--- src/rtl/move_sequencer_if.sv ---
// move_sequencer_if: host command channel (valid/ready with a 4-bit command code)
interface move_sequencer_if;
  logic cmd_valid;
  logic [3:0] cmd_code;
  logic cmd_ready;
  modport master(output cmd_valid, cmd_code, input cmd_ready);
  modport slave(input cmd_valid, cmd_code, output cmd_ready);
endinterface

--- src/rtl/move_sequencer.sv ---
// move_sequencer: queues host moves and issues them to motorMain one pulse at a time with timeout and settle gap
module move_sequencer #(
  parameter int DEPTH = 16,
  parameter logic [23:0] TIMEOUT_CYCLES = 24'd10_000_000,
  parameter logic [15:0] GAP_CYCLES = 16'd50_000,
  parameter logic HOME_ON_RESET = 1'b1
) (
  input logic clk,
  input logic reset_n,
  move_sequencer_if.slave cmd,
  input logic abort,
  input logic clear_error,
  input logic move_done,
  input logic reset_done,
  input logic offset_done,
  output logic [7:0] direction,
  output logic scan_offset_move,
  output logic scan_move,
  output logic horizontal_offset,
  output logic motor_reset,
  output logic busy,
  output logic [$clog2(DEPTH):0] fifo_count,
  output logic seq_done,
  output logic illegal_cmd,
  output logic error
);
  localparam int AW = $clog2(DEPTH);
  typedef enum logic [2:0] {IDLE, ISSUE, WAIT, SETTLE, HALT} state_t;
  state_t state;
  logic [3:0] mem [DEPTH];
  logic [AW-1:0] rd_ptr, wr_ptr;
  logic started, aborted;
  logic [1:0] src;
  logic [23:0] tcnt;
  logic [15:0] gcnt;
  logic push, pop, flush, done_exp, time_hit, gap_hit, settle_end, issue_next;
  logic [3:0] head, wr_code;
  assign head = mem[rd_ptr];
  assign cmd.cmd_ready = started && !fifo_count[AW] && state != HALT;
  assign wr_code = started ? cmd.cmd_code : 4'd8;
  assign push = (!started && HOME_ON_RESET) || (cmd.cmd_valid && cmd.cmd_ready && cmd.cmd_code <= 4'd11 && !abort);
  assign pop = state == ISSUE;
  assign done_exp = src == 2'd1 ? reset_done : src == 2'd2 ? offset_done : move_done;
  assign time_hit = {1'b0, tcnt} + 25'd1 >= {1'b0, TIMEOUT_CYCLES};
  assign gap_hit = !done_exp && ({1'b0, gcnt} + 17'd1 >= {1'b0, GAP_CYCLES});
  assign settle_end = state == SETTLE && gap_hit;
  assign flush = (abort && state != HALT) || (state == WAIT && !done_exp && time_hit);
  assign issue_next = !abort && fifo_count != '0 && (state == IDLE || (settle_end && !aborted));
  assign busy = state != IDLE || fifo_count != '0;
  // command storage; contents need no reset because the pointers define validity
  always_ff @(posedge clk)
    if (push) mem[wr_ptr] <= wr_code;
  // FIFO pointers and occupancy; the first clock after reset release enables the host side
  always_ff @(posedge clk or negedge reset_n)
    if (!reset_n) begin
      rd_ptr <= '0;
      wr_ptr <= '0;
      fifo_count <= '0;
      started <= 1'b0;
    end else begin
      started <= 1'b1;
      if (flush) begin
        rd_ptr <= '0;
        wr_ptr <= '0;
        fifo_count <= '0;
      end else begin
        if (push) wr_ptr <= wr_ptr + AW'(1);
        if (pop) rd_ptr <= rd_ptr + AW'(1);
        fifo_count <= fifo_count + (AW+1)'(push) - (AW+1)'(pop);
      end
    end
  // sequencing FSM; pulses are registered on the edge that enters ISSUE so they last exactly the ISSUE cycle
  always_ff @(posedge clk or negedge reset_n)
    if (!reset_n) begin
      state <= IDLE;
      src <= '0;
      tcnt <= '0;
      gcnt <= '0;
      aborted <= 1'b0;
      error <= 1'b0;
      direction <= '0;
      motor_reset <= 1'b0;
      scan_offset_move <= 1'b0;
      scan_move <= 1'b0;
      horizontal_offset <= 1'b0;
      seq_done <= 1'b0;
      illegal_cmd <= 1'b0;
    end else begin
      direction <= issue_next && !head[3] ? 8'd1 << head[2:0] : 8'd0;
      motor_reset <= issue_next && head == 4'd8;
      scan_offset_move <= issue_next && head == 4'd9;
      scan_move <= issue_next && head == 4'd10;
      horizontal_offset <= issue_next && head == 4'd11;
      illegal_cmd <= cmd.cmd_valid && cmd.cmd_ready && cmd.cmd_code > 4'd11;
      seq_done <= settle_end && !aborted && !abort && fifo_count == '0;
      aborted <= settle_end || issue_next ? 1'b0 : aborted || (abort && state inside {ISSUE, WAIT, SETTLE});
      if (issue_next) begin
        state <= ISSUE;
        tcnt <= '0;
        src <= head == 4'd8 ? 2'd1 : head == 4'd11 ? 2'd2 : 2'd0;
      end else
        case (state)
          ISSUE: state <= WAIT;
          WAIT:
            if (done_exp) begin
              state <= SETTLE;
              gcnt <= '0;
            end else if (time_hit) begin
              state <= HALT;
              error <= 1'b1;
            end else tcnt <= tcnt + 24'd1;
          SETTLE:
            if (gap_hit) state <= IDLE;
            else if (!done_exp && gcnt != '1) gcnt <= gcnt + 16'd1;
          HALT:
            if (clear_error) begin
              state <= IDLE;
              error <= 1'b0;
            end
          default: state <= IDLE;
        endcase
    end
endmodule

--- src/flat_wrapper.sv ---
// flat-port wrapper written by rule: the top's interface ports become plain ports
module move_sequencer_flat 
#(
  parameter int DEPTH = 16,
  parameter logic [23:0] TIMEOUT_CYCLES = 24'd10_000_000,
  parameter logic [15:0] GAP_CYCLES = 16'd50_000,
  parameter logic HOME_ON_RESET = 1'b1
)
  (clk, reset_n, abort, clear_error, move_done, reset_done, offset_done, direction, scan_offset_move, scan_move, horizontal_offset, motor_reset, busy, fifo_count, seq_done, illegal_cmd, error, cmd_cmd_valid, cmd_cmd_code, cmd_cmd_ready);
  move_sequencer_if cmd_i ();
  input logic clk;
  input logic reset_n;
  input logic abort;
  input logic clear_error;
  input logic move_done;
  input logic reset_done;
  input logic offset_done;
  output logic [7:0] direction;
  output logic scan_offset_move;
  output logic scan_move;
  output logic horizontal_offset;
  output logic motor_reset;
  output logic busy;
  output logic [$clog2(DEPTH):0] fifo_count;
  output logic seq_done;
  output logic illegal_cmd;
  output logic error;
  input wire logic [$bits(cmd_i.cmd_valid)-1:0] cmd_cmd_valid;
  input wire logic [$bits(cmd_i.cmd_code)-1:0] cmd_cmd_code;
  output wire logic [$bits(cmd_i.cmd_ready)-1:0] cmd_cmd_ready;
  assign cmd_i.cmd_valid = cmd_cmd_valid;
  assign cmd_i.cmd_code = cmd_cmd_code;
  assign cmd_cmd_ready = cmd_i.cmd_ready;
  move_sequencer #(.DEPTH(DEPTH), .TIMEOUT_CYCLES(TIMEOUT_CYCLES), .GAP_CYCLES(GAP_CYCLES), .HOME_ON_RESET(HOME_ON_RESET)) u_core (.clk(clk), .reset_n(reset_n), .cmd(cmd_i), .abort(abort), .clear_error(clear_error), .move_done(move_done), .reset_done(reset_done), .offset_done(offset_done), .direction(direction), .scan_offset_move(scan_offset_move), .scan_move(scan_move), .horizontal_offset(horizontal_offset), .motor_reset(motor_reset), .busy(busy), .fifo_count(fifo_count), .seq_done(seq_done), .illegal_cmd(illegal_cmd), .error(error));
endmodule
--- config.mk ---
export PLATFORM = sky130hd
export DESIGN_NAME = move_sequencer_flat
export DESIGN_NICKNAME = d
export VERILOG_FILES = /design/src/rtl/move_sequencer_if.sv /design/src/rtl/move_sequencer.sv /design/src/flat_wrapper.sv
export SDC_FILE = /design/constraint.sdc
export NUM_CORES = 1
export LEC_CHECK = 0
export CAP_MARGIN = 15
export CORE_MARGIN = 2
export CORE_UTILIZATION = 50
export DETAILED_ROUTE_END_ITERATION = 6
export PLACE_DENSITY = 0.71
export SYNTH_ARGS = -nofsm -noshare
export SYNTH_HDL_FRONTEND = slang
export SYNTH_SLANG_ARGS = --single-unit
export TNS_END_PERCENT = 1
--- constraint.sdc ---
create_clock -name clk -period 2.7 [get_ports clk]
set_clock_uncertainty 0.05 [all_clocks]
set_input_delay 0.54 -clock clk [delete_from_list [all_inputs] [get_ports clk]]
set_output_delay 0.54 -clock clk [all_outputs]
set_load 0.03 [all_outputs]
==> impl_results.md <==
* Status: finished with violations
* Failing checks: setup timing
* Placed cells at 945
* Die area at 15,300 um^2
* Clk sinks at 139
* Remaining DRCs at 0
* Pin count of the biggest net entering global routing at 49
* CP endpoint kind: register
* Row cnt at 43
* Post-synthesis sequential area ratio at 53.1%
* Core ar. at 13,900 um^2
* First-pass GRT wire length at 29,300 um
* Die height at 124 um
* #FFs+latches synth at 139
* Place WS at -504 ps
* Cell taking the most area after synthesis: edfxtp_1
* Initial drt markers at 597
* Syn Nets at 674
* CTS tree: done
* Most common cell after layout, fill and taps aside: buf_4
* Root Buffer: clkbuf_16
* CP Max Fanout at 18
* Fill count at 966
* Area Overhead vs Synth at 34.1%
* Arrival time of the worst setup path at 3250 ps
* FFs w/ async S/R, synth at 54.0%
* Vias in the first global route at 6,051
* I/O pin count at 34
* Clock latency on the worst-skew pair at 420 ps
* Crit share post-route at 111%
* Distinct cells, synth at 76
* Final wirelength at 18,800 um
* Final worst slack at -300 ps
* First drt pass iteration count at 7
* Min-Delay Path Class: in2async
* Number of synthesized flops with an enable pin at 64
* R2r worst-path depth at 12
* Max frequency at 333 MHz
* Maximum VDD drop at 0.665 mV
* Worst-path cell chain: buf_4 > and2_4 > buf_4 > o21a_1 > a31oi_1 > o22ai_4 > a211oi_2 > nor4_4 > buf_4 > buf_12 > and3_4 > a221o_1
* Critical path type: reg2reg
* Most frequent cells in the layout: buf_4, dfrtp_1, edfxtp_1
* PortBufs at 33
* Mapped Area at 7150 um^2
* Max cap viols at 0
* CP most frequent cell: buf_4
* Post-route insts no fill at 992
* Slew margin rel. at 54.9%
* Placed Area at 8510 um^2
* Pwr Total at 7.76 mW
* Worst path max stage delay at 410 ps
* Top-area cell type share of the netlist area at 26.9%
* Syn Inst Count at 647
* Area of the multi-input gates at 3470 um^2
* NumNets Final at 826
* Max clock buf depth at 2
* Critical Path Source Type: register
* H-tree depth at 4
* Worst r2r src: u_core.tcnt[0]
* Synth Flop Type: dfrtp_1
* # hold bufs at CTS at 0
* Min Tclk post-route at 3000 ps
* CTS Buf Count at 17
* Largest cells by area after synthesis: edfxtp_1, dfrtp_1, nand2_1
* # diodes at 0
* Initial antenna violation count at 0
* Worst Tran Pin Value at 677 ps
* Vias at 6,043
* Flop2flop setup slack at -300 ps
* Fin area at 9590 um^2
* Share of layout cells above drive strength 1 at 30.7%
* Congestion Overflow GR at 0
* RSZ-0062 raised after global routing: yes
* Worst-path clk slew at 60 ps
* Die width at 124 um
* Starting Density at 51.3%
* Crit-path slowest cell: dfrtp_1
* Syn_area_per_cell at 11.0 um^2
* FF/Latch Area at 3800 um^2
* Slew Viols, Final at 0
* Data required time of the critical path at 2950 ps
* Reg-to-reg endpoint: u_core.tcnt[17]
* DP Wirelength at 12,000 um
* Cell leakage power at 3.84 nW
* GP Congestion at 0.926
* Antenna Violating Nets Remaining at 0
* Total track usage at 24.9%
* Total power per unit cell area at 809 nW/um^2
* Vias/cell at 6.09
* Yosys warning count at 0
* Final hold vios at 0
* Wire per inst at 18.9 um
* Setup-failing EPs final at 53
[final cells by class]
class	instances	area share [%]
multi-input cells	450	36.2
repair buffers	170	15.0
clock inverters	14	1.38
well taps	180	2.35
flip-flops and latches	139	39.7
inverters	21	0.822
clock buffers	18	4.58
[timing repair]
| action | in CTS | in global routing |
|---|---|---|
| gates cloned | 1 | 0 |
| endpoints found under the setup margin | 67 | 71 |
| setup buffers | 9 | 5 |
| resized for setup | 22 | 60 |
| pin swaps | 6 | 28 |
[cell usage after synthesis, types with 6 or more instances]
| library cell | number |
|---|---|
| a21oi_1 | 18 |
| a221o_1 | 11 |
| a22o_1 | 7 |
| a31oi_1 | 6 |
| and2_1 | 15 |
| and3_1 | 21 |
| buf_2 | 11 |
| clkbuf_1 | 19 |
| dfrtp_1 | 75 |
| edfxtp_1 | 64 |
| ha_1 | 14 |
| inv_1 | 21 |
| mux2_2 | 6 |
| mux2i_1 | 19 |
| mux4_2 | 8 |
| nand2_1 | 54 |
| nand3_1 | 29 |
| nand3b_1 | 6 |
| nand4_1 | 15 |
| nor2_1 | 48 |
| nor3_1 | 13 |
| nor4_1 | 8 |
| o21ai_0 | 22 |
| o31ai_1 | 8 |
| or3_1 | 9 |
| xnor2_1 | 15 |
| xor2_1 | 6 |
[logic make-up (layout without fill, tap and decap cells)]
kind of cell	count (synthesis)	after routing	share of synthesized area [%]
buf+inv	58	223	3.47
simple gates	257	257	19.5
compound gates	123	123	12.4
other cells	1	1	0.0525
xor+xnor	21	21	2.57
flops	139	139	53.1
fa+ha+maj	15	15	2.73
mux	33	33	6.13
[report_power, final]
part           leakage (nW)  switching, mW  internal (mW)  total [mW]
Clock                 0.277          0.939           1.31        2.25
Combinational          1.98           1.52           1.28        2.80
Sequential             1.58          0.264           2.45        2.71
Total                  3.84           2.72           5.04        7.76
[registers in the layout, summed over array words and instances, names as in the netlist]
register and count:
u_core.aborted 1, u_core.direction 8, u_core.error 1, u_core.fifo_count 5, u_core.gcnt 16, u_core.horizontal_offset 1
u_core.illegal_cmd 1, u_core.mem 64, u_core.motor_reset 1, u_core.rd_ptr 4, u_core.scan_move 1, u_core.scan_offset_move 1
u_core.seq_done 1, u_core.src 2, u_core.started 1, u_core.state 3, u_core.tcnt 24, u_core.wr_ptr 4
[worst max-delay path: cells and delay by family (launching register included)]
| family | cells | cell delay [ps] |
|---|---|---|
| AOI/OAI and AO/OA | 5 | 1390 |
| buffers and inverters | 4 | 610 |
| DFF | 1 | 410 |
| and+or+nand+nor | 3 | 410 |
[worst max path at each step]
stage	cells past startpoint	start	slack [ps]	end
after floorplan	11	u_core.tcnt[12]	-50	u_core.tcnt[15]
after global placement	9	move_done	-390	u_core.tcnt[9]
after detailed placement	9	move_done	-500	u_core.tcnt[9]
after CTS	10	u_core.tcnt[2]	-130	u_core.tcnt[16]
after global routing	12	u_core.tcnt[0]	-350	u_core.tcnt[18]
final	12	u_core.tcnt[0]	-300	u_core.tcnt[17]
[per-stage QoR]
stage	setup TNS, ps	hold slack [ps]	utilization, %
finish	-5770	85.7	68.8
global route	-10460	149	68.8
CTS	-2860	107	66.5
detailed placement	-15490	416	61.0
global placement	-12200	417	61.0
floorplan	-617	194	-
[metal layers]
metal  vias up  GRT usage, %  share of wire, %
li1       2739             -                 -
met1      2969          33.4                42
met2       286          39.9                48
met3        49          4.61               7.0
met4         0          10.3               2.9
met5         -             0                 0
No activity file was read; power rests on OpenSTA's default activity.
